`config.mk`:
```
export PLATFORM = sky130hd
export DESIGN_NAME = sram_like_arbiter
export DESIGN_NICKNAME = d
export VERILOG_FILES = /design/src/rtl/sram_like_arbiter.sv
export SDC_FILE = /design/constraint.sdc
export NUM_CORES = 1
export LEC_CHECK = 0
export CELL_PAD_IN_SITES_DETAIL_PLACEMENT = 1
export CELL_PAD_IN_SITES_GLOBAL_PLACEMENT = 1
export CORE_MARGIN = 10
export CORE_UTILIZATION = 17
export CTS_BUF_LIST = sky130_fd_sc_hd__clkbuf_16
export DETAILED_ROUTE_END_ITERATION = 10
export PLACE_DENSITY_LB_ADDON = 0.1
export SLEW_MARGIN = 0
export SYNTH_ARGS = -nofsm -noshare
export SYNTH_HDL_FRONTEND = slang
export SYNTH_HIERARCHICAL = 1
export SYNTH_SLANG_ARGS = --single-unit
```
`constraint.sdc`:
```
create_clock -name clk -period 2.7 [get_ports clk]
set_input_delay 0.27 -clock clk [delete_from_list [all_inputs] [get_ports clk]]
set_output_delay 0.27 -clock clk [all_outputs]
set_load 0.1 [all_outputs]
```
`src/rtl/sram_like_arbiter.sv`:
```
// sram_like_arbiter
//   Merges NCH upstream sram-like channels (req/addr_ok/data_ok) onto one
//   downstream sram-like port. Up to DEPTH transactions may be outstanding;
//   a small ID FIFO remembers which channel issued each one so in-order
//   responses can be routed back. A per-channel cancel drops responses
//   still owed to a channel, e.g. after a pipeline flush.
//
// Ports
//   clk, reset        clock, synchronous active-high reset
//   ch_req/ch_wr      per-channel request / write flag           [NCH]
//   ch_size           per-channel size, bytes-1                  [2*NCH]
//   ch_addr/ch_wdata  per-channel address / write data           [AW*NCH]/[DW*NCH]
//   ch_cancel         drop outstanding responses owed to channel [NCH]
//   ch_addr_ok        request accepted                           [NCH]
//   ch_data_ok        response valid for channel                 [NCH]
//   ch_rdata          read data, broadcast to all channels       [DW]
//   m_*               downstream sram-like master port
//   busy              transactions outstanding
//   proto_err         sticky: downstream response with nothing outstanding

// Per-channel response gate: one instance per channel.
module sram_like_arbiter_rsp #(
  parameter int IW = 1,
  parameter int CH = 0
) (
  input  logic          pop,
  input  logic [IW-1:0] head_id,
  input  logic          head_cx,
  input  logic          cancel,
  output logic          data_ok
);
  // A cancel arriving in the pop cycle still suppresses delivery.
  assign data_ok = pop & (head_id == IW'(CH)) & ~head_cx & ~cancel;
endmodule

module sram_like_arbiter #(
  parameter int NCH   = 2,
  parameter int AW    = 32,
  parameter int DW    = 32,
  parameter int DEPTH = 4,
  parameter bit RR    = 1'b0
) (
  input  logic              clk,
  input  logic              reset,
  input  logic [NCH-1:0]    ch_req,
  input  logic [NCH-1:0]    ch_wr,
  input  logic [2*NCH-1:0]  ch_size,
  input  logic [AW*NCH-1:0] ch_addr,
  input  logic [DW*NCH-1:0] ch_wdata,
  input  logic [NCH-1:0]    ch_cancel,
  output logic [NCH-1:0]    ch_addr_ok,
  output logic [NCH-1:0]    ch_data_ok,
  output logic [DW-1:0]     ch_rdata,
  output logic              m_req,
  output logic              m_wr,
  output logic [1:0]        m_size,
  output logic [AW-1:0]     m_addr,
  output logic [DW-1:0]     m_wdata,
  input  logic              m_addr_ok,
  input  logic              m_data_ok,
  input  logic [DW-1:0]     m_rdata,
  output logic              busy,
  output logic              proto_err
);
  localparam int IW = (NCH > 1) ? $clog2(NCH) : 1;
  localparam int PW = $clog2(DEPTH);
  localparam logic [PW:0] FULL_CNT = (PW+1)'(DEPTH);

  typedef struct packed {
    logic [IW-1:0] id;
    logic          cx;   // response owed to a flushed request
  } ent_t;

  ent_t [DEPTH-1:0] fifo_q;
  logic [PW-1:0]    wr_ptr_q, rd_ptr_q;
  logic [PW:0]      cnt_q;
  logic             lock_q;
  logic [NCH-1:0]   lock_gnt_q;
  logic [IW-1:0]    last_q;
  logic             proto_err_q;

  logic             full, push, pop, lock_hit;
  logic [NCH-1:0]   arb_gnt, gnt;
  logic [IW-1:0]    gnt_id;
  ent_t             head;

  // full depends on registered state only, so m_data_ok never reaches m_req.
  assign full = (cnt_q == FULL_CNT);

  always_comb begin : arb
    logic found;
    arb_gnt = '0;
    found   = 1'b0;
    if (RR) begin
      // Scan upward from the channel after the last one granted.
      for (int k = 1; k <= NCH; k++) begin
        if (!found && ch_req[(int'(last_q) + k) % NCH]) begin
          arb_gnt[(int'(last_q) + k) % NCH] = 1'b1;
          found = 1'b1;
        end
      end
    end else begin
      // Later iterations overwrite: highest requesting index wins.
      for (int i = 0; i < NCH; i++) begin
        if (ch_req[i]) begin
          arb_gnt    = '0;
          arb_gnt[i] = 1'b1;
        end
      end
    end
  end

  // A stalled request keeps its grant so the downstream payload stays stable.
  assign lock_hit = lock_q & |(lock_gnt_q & ch_req);
  assign gnt      = lock_hit ? lock_gnt_q : arb_gnt;
  assign m_req    = |ch_req & ~full;
  assign push     = m_req & m_addr_ok;
  assign pop      = m_data_ok & (cnt_q != '0);

  always_comb begin
    gnt_id  = '0;
    m_wr    = 1'b0;
    m_size  = '0;
    m_addr  = '0;
    m_wdata = '0;
    for (int i = 0; i < NCH; i++) begin
      if (gnt[i]) begin
        gnt_id = IW'(i);
        if (m_req) begin
          m_wr    = ch_wr[i];
          m_size  = ch_size[2*i +: 2];
          m_addr  = ch_addr[AW*i +: AW];
          m_wdata = ch_wdata[DW*i +: DW];
        end
      end
    end
  end

  assign ch_addr_ok = {NCH{push}} & gnt;
  assign head       = fifo_q[rd_ptr_q];
  assign ch_rdata   = m_rdata;
  assign busy       = (cnt_q != '0);
  assign proto_err  = proto_err_q;

  for (genvar g = 0; g < NCH; g++) begin : g_rsp
    sram_like_arbiter_rsp #(.IW(IW), .CH(g)) u_rsp (
      .pop     (pop),
      .head_id (head.id),
      .head_cx (head.cx),
      .cancel  (ch_cancel[g]),
      .data_ok (ch_data_ok[g])
    );
  end

  always_ff @(posedge clk) begin
    if (reset) begin
      fifo_q      <= '0;
      wr_ptr_q    <= '0;
      rd_ptr_q    <= '0;
      cnt_q       <= '0;
      lock_q      <= 1'b0;
      lock_gnt_q  <= '0;
      last_q      <= '0;
      proto_err_q <= 1'b0;
    end else begin
      // Marking stale slots too is harmless: a push rewrites the whole entry.
      for (int e = 0; e < DEPTH; e++)
        if (ch_cancel[fifo_q[e].id]) fifo_q[e].cx <= 1'b1;

      if (push) begin
        fifo_q[wr_ptr_q] <= '{id: gnt_id, cx: ch_cancel[gnt_id]};
        wr_ptr_q         <= wr_ptr_q + 1'b1;
        last_q           <= gnt_id;
      end
      if (pop) rd_ptr_q <= rd_ptr_q + 1'b1;

      case ({push, pop})
        2'b10:   cnt_q <= cnt_q + 1'b1;
        2'b01:   cnt_q <= cnt_q - 1'b1;
        default: ;
      endcase

      if (m_req && !m_addr_ok) begin
        lock_q     <= 1'b1;
        lock_gnt_q <= gnt;
      end else begin
        lock_q     <= 1'b0;
      end

      if (m_data_ok && cnt_q == '0) proto_err_q <= 1'b1;
    end
  end
endmodule
```
Word level (Yosys, flattened, before mapping) --
Cells that the tools add are included.
Operators by class: multiply operators 0, divide/modulo/power cells 0, shift operators 0, $add $sub $neg 4, equal/unequal tests 3, magnitude comparators 8, bitwise gates (word level) 17, reductions and logical operators 9, multiplexer cells 46
Operators with widths (count):
- 2-to-1 mux 32 bit | 8
- 2-to-1 mux 1 bit | 25
- 2-to-1 mux 2 bit | 8
- AND 1 bit | 10
- less-than comparator 1 x 2 -> 1 bit (second input constant) | 5
- bitwise mux 8 bit | 1
- 2-to-1 mux 7 bit | 1
- less-than comparator 2 x 3 -> 1 bit (second input constant) | 2
- case mux 3 bit (2 select lines) | 1
- inverter 1 bit | 5
- adder 2 x 1 -> 2 bit (second input constant) | 2
- AND 2 bit | 2
- binary-select mux 2 bit (select 2 bit) | 1
- demux 2 bit (select 2 bit) | 1
- OR reduction 2 bit | 2
- adder 3 x 1 -> 3 bit (second input constant) | 1
- == test 3 bit (second input constant) | 1
- logical AND 1 bit | 3
- zero test 3 bit | 1
- nonzero test 3 bit | 1
- subtractor 3 x 1 -> 3 bit (second input constant) | 1
- == test 2 x 1 -> 1 bit (second input constant) | 1
- == test 2 bit (second input constant) | 1
- greater-or-equal comparator 2 x 1 -> 1 bit (second input constant) | 1
- other kinds (2) | 2
Word-level totals: word-level logic and storage cells 101, bits of input ports 174, latch bits 0, memory bits (read-only) 0, memories kept 0, memory bits (writable) 0, output and inout bits 106, flip-flop bits (word level) 19

Depth between registers and ports, before layout --
word-level depth 9, mapped depth 11, depth with buffers taken out 9

Cells and area by module --
Netlist, hierarchy kept.
By module, submodules not included:
- sram_like_arbiter | instances 1, area an instance 2443.6 um^2, sequential area each 380.4 um^2, cells an instance 366
- sram_like_arbiter_rsp at g_rsp[0].u_rsp | instances 1, area an instance 15.0 um^2, sequential area each 0.0 um^2, cells an instance 1
- sram_like_arbiter_rsp at g_rsp[1].u_rsp | instances 1, area an instance 12.5 um^2, sequential area each 0.0 um^2, cells an instance 1

Worst setup path before layout --
Ideal clock, no wire load.
path type register to output, start point reg rd_ptr_q[0], end point out ch_data_ok[0], data required time 2430 ps, arrival 2697 ps, stages on the path, launching flop included 3, path slack -267 ps, buffers on the path 0, cells stage by stage dfxtp_1 -> mux4_2 -> nor4b_2
RTL lines:
- start: declaration | line 75 | logic [PW-1:0] wr_ptr_q, rd_ptr_q;
- start signal: assignment | line 175 | if (pop) rd_ptr_q <= rd_ptr_q + 1'b1;
- end: declaration | line 52 | output logic [NCH-1:0] ch_data_ok,

Final worst setup path --
start point in ch_req[0], end point out m_addr[25]
Between the ends: cells in the longest elaborated chain, start to end 7, elaborated cells between the ends (all ways) 12, classes of those cells mux: 7; bitwise: 3; reduce/logical: 2
RTL lines:
- start: declaration | line 45 | input logic [NCH-1:0] ch_req,
- AND 2 bit | line 114 | assign lock_hit = lock_q & |(lock_gnt_q & ch_req);
- OR reduction 2 bit | line 114
- AND 1 bit | line 114
- 2-to-1 mux 2 bit | line 115 | assign gnt = lock_hit ? lock_gnt_q : arb_gnt;
- 2-to-1 mux 32 bit | line 127 | if (gnt[i]) begin
- 2-to-1 mux 32 bit | line 129 | if (m_req) begin
- 2-to-1 mux 32 bit * | line 127
- end: declaration | line 57 | output logic [AW-1:0] m_addr,
Mark *: on every way between the ends. The rest lies on a longest branch, timed or not.

==> impl_results.md <==
* Commonest non-fill, non-tap cells in the layout: 141 x clkdlybuf4s50_1, 76 x buf_12, 70 x nand2_1
* Leak at 1.98 nW
* Least-Margin Pin Slew at approximately 0.76 ns
* Die width at ~140 um
* Metal3 WL at ~1600 um
* Synth Instances at around 370
* Final setup fails at 0
* Critical Path Sink Type: primary output
* Port bufs at about 220
* # Post-CTS Setup Buffers at 0
* Pwr dens at 643 nW/um2
* Critical path launch point type: input pin
* Drc violations at 0
* Flops & latches, synth at 19
* GRT Total Usage at 0.132
* Largest net degree at the start of global routing at between 60 and 70
* Max layer used: met4
* Sequential share of power at 0.115
* Final #Nets at about 710
* Max Cap Viol at 0
* Hold Buf Count CTS at 0
* Most common cell on crit path: buf_12
* Crit-path cells: clkdlybuf4s50_1 -> nand3_4 -> mux2_2 -> buf_12 -> nand2_1 -> a21oi_1 -> buf_12
* Post-route ant nets at 0
* Commonest non-fill, non-tap cell in the layout: clkdlybuf4s50_1
* First-pass GRT wire length at between 20000 and 25000 um
* Maximum buffer depth of the clock tree at 2
* Share of synthesized registers carrying an async set or reset at 0
* Syn nets at ~550
* Sequential cell area fraction in the yosys report at 0.154
* Final GP Congestion at about 0.75
* Total CTS buffers at 3
* Synth warn at 6
* # rows at 44
* Antenna cell count at 0
* Die ar. at approximately 20000 um2
* # fillers at ~1600
* Skew final at between 0.003 and 0.004 ns
* Final hold violation count at 0
* Drt pass-1 iters at 4
* Met2 WL at around 7200 um
* VDD IR-drop max at about 0.32 mV
* Fin crit period at ~2.4 ns
* Status: finished clean
* Clock-pin slew on the worst setup and hold paths at about 0.06 ns
* Crit path largest cell delay at ~0.57 ns
* DP HPWL at about 11000 um
* Vias in the first global route at between 3000 and 4000
* Syn_area_per_cell at ~6.7 um2
* CTS tree: built
* Hold Slack at 0.482 ns
* Sw Pwr at 0.00198 W
* Period utilisation layout at 0.900
* WL final at 14300 um
* Distinct cells, synth at 33
* Crit path arrival time at 2.16 ns
* Post-synth EDFFs at 0
* Max Freq at slightly above 400 MHz
* Total Power at 0.00351 W
* Effective utilization at floorplan at 0.172
* Worst rel slew slack at 0.489
* Slowest CP cell: clkdlybuf4s50_1
* H-tree depth at 1
* I/O pins at 280
* Via/cell ratio at around 4.6
* Clk_lat worst skew at around 0.25 ns
* Sw Ratio at 0.565
* Initial drt markers at ~110
* Post-Syn Area at 2470 um2
* Crit path max fanout at 67
* Floorplan core area at between 10000 and 15000 um2
* Clock Sinks at 19
* Power share of the combinational group at 0.795
* Hold Crit Class: reg -> reg
* Area growth syn-to-layout at 121%
* Met1 wire length at around 5300 um
* Most used DFF post-synth: dfxtp_1
* Die H at between 100 and 150 um
* Final Slew Violations at 0
* Initial antenna violation count at 0
* PostCTS Resize Cnt at 0
* Wire per inst at between 15 and 20 um
* Internal cell power at 0.00153 W
* Grt ovf at 0
* Via count at 3253
* Root Driver: clkbuf_16
* Clock power frac at 0.089
* RSZ-0062 raised after global routing: no
* Crit Path Category: in -> out
* Ratio of cells with drive above 1 in the final layout at 0.291
* Worst Path Required at approximately 2.4 ns
-- state kept, by name, summed over array words and instances (netlist names) --
register and flops:
wr_ptr_q 2, fifo_q 8, lock_q 1, proto_err 1
lock_gnt_q 2, cnt_q 3, rd_ptr_q 2
-- metrics by stage --
stage | setup slack [ns] | area (um2) | std cells | utilization | TNS [ns]
6_report | 0.271 | 5470 | 714 | 0.380 | 0
2_1_floorplan | -0.188 | 2670 | 368 | - | -2.82
3_3_place_gp | 0.246 | 5390 | 710 | 0.375 | 0
4_1_cts | 0.268 | 5470 | 714 | 0.380 | 0
5_1_grt | 0.125 | 5470 | 714 | 0.380 | 0
3_5_place_dp | 0.125 | 5390 | 710 | 0.375 | 0
-- cells in the mapped netlist (3+ instances only) --
cell type / n / area (um2)
mux2_2: 6 / 67.6
clkbuf_1: 10 / 37.5
buf_4: 35 / 263
nand3_1: 67 / 335
nand2_1: 70 / 263
buf_2: 5 / 25.0
inv_1: 8 / 30.0
buf_6: 16 / 180
nor2_1: 12 / 45.0
a21oi_1: 74 / 370
mux2i_1: 3 / 30.0
ha_1: 5 / 62.6
a311oi_1: 8 / 70.1
a211oi_1: 5 / 37.5
dfxtp_1: 19 / 380
nor3_1: 3 / 15.0
xor2_1: 3 / 26.3
-- power groups by stage --
stage | sequential [W] | clock [W] | combinational, W
finish | 0.000404 | 0.000314 | 0.00279
global route | 0.000416 | 0.000340 | 0.00292
CTS | 0.000405 | 0.000330 | 0.00283
detailed placement | 0.000410 | 0 | 0.00283
global placement | 0.000408 | 0 | 0.00280
floorplan | 0.000429 | 0 | 0.00195
-- path summary, 6_finish.rpt --
check                           endpoint                    from  slack [ns]  cells after the start
setup / recovery              m_addr[25]               ch_req[0]        0.27                      7
hold / removal    proto_err$_SDFFE_PP0P_  proto_err$_SDFFE_PP0P_        0.48                      2
setup reg to reg   cnt_q[2]$_SDFFE_PP0P_   cnt_q[0]$_SDFFE_PP0P_        0.51                      9
hold reg to reg   proto_err$_SDFFE_PP0P_  proto_err$_SDFFE_PP0P_        0.48                      2
-- worst max-delay path: cells and delay by family --
kind | cells | cell delay, ns
simple gates | 2 | 0.23
compound gates | 1 | 0.25
buf+inv | 3 | 1.05
mux | 1 | 0.28
-- logic make-up after synthesis --
kind of cell,synth area share
AND/OR/NAND/NOR,0.300
AO/OA/AOI/OAI,0.211
adder cells (fa/ha/maj),0.0334
multiplexers,0.0668
XOR/XNOR,0.0177
flip-flops,0.154
buffers and inverters,0.217
-- layer usage --
metal	global-route usage	vias to the layer above
li1	-	1567
met2	0.239	132
met5	0	-
met3	0.0666	14
met1	0.135	1540
met4	0.0228	0
-- area by class of cell --
class                   count  area (um2)  area share
well taps                 184         230      0.0421
clock inverters             1        5.00    0.000916
multi-input cells         275        1760       0.322
inverters                   8        30.0     0.00549
repair buffers            224        2990       0.546
flip-flops and latches     19         380      0.0696
clock buffers               3        75.1      0.0137
(Power assumes the default switching activity.)
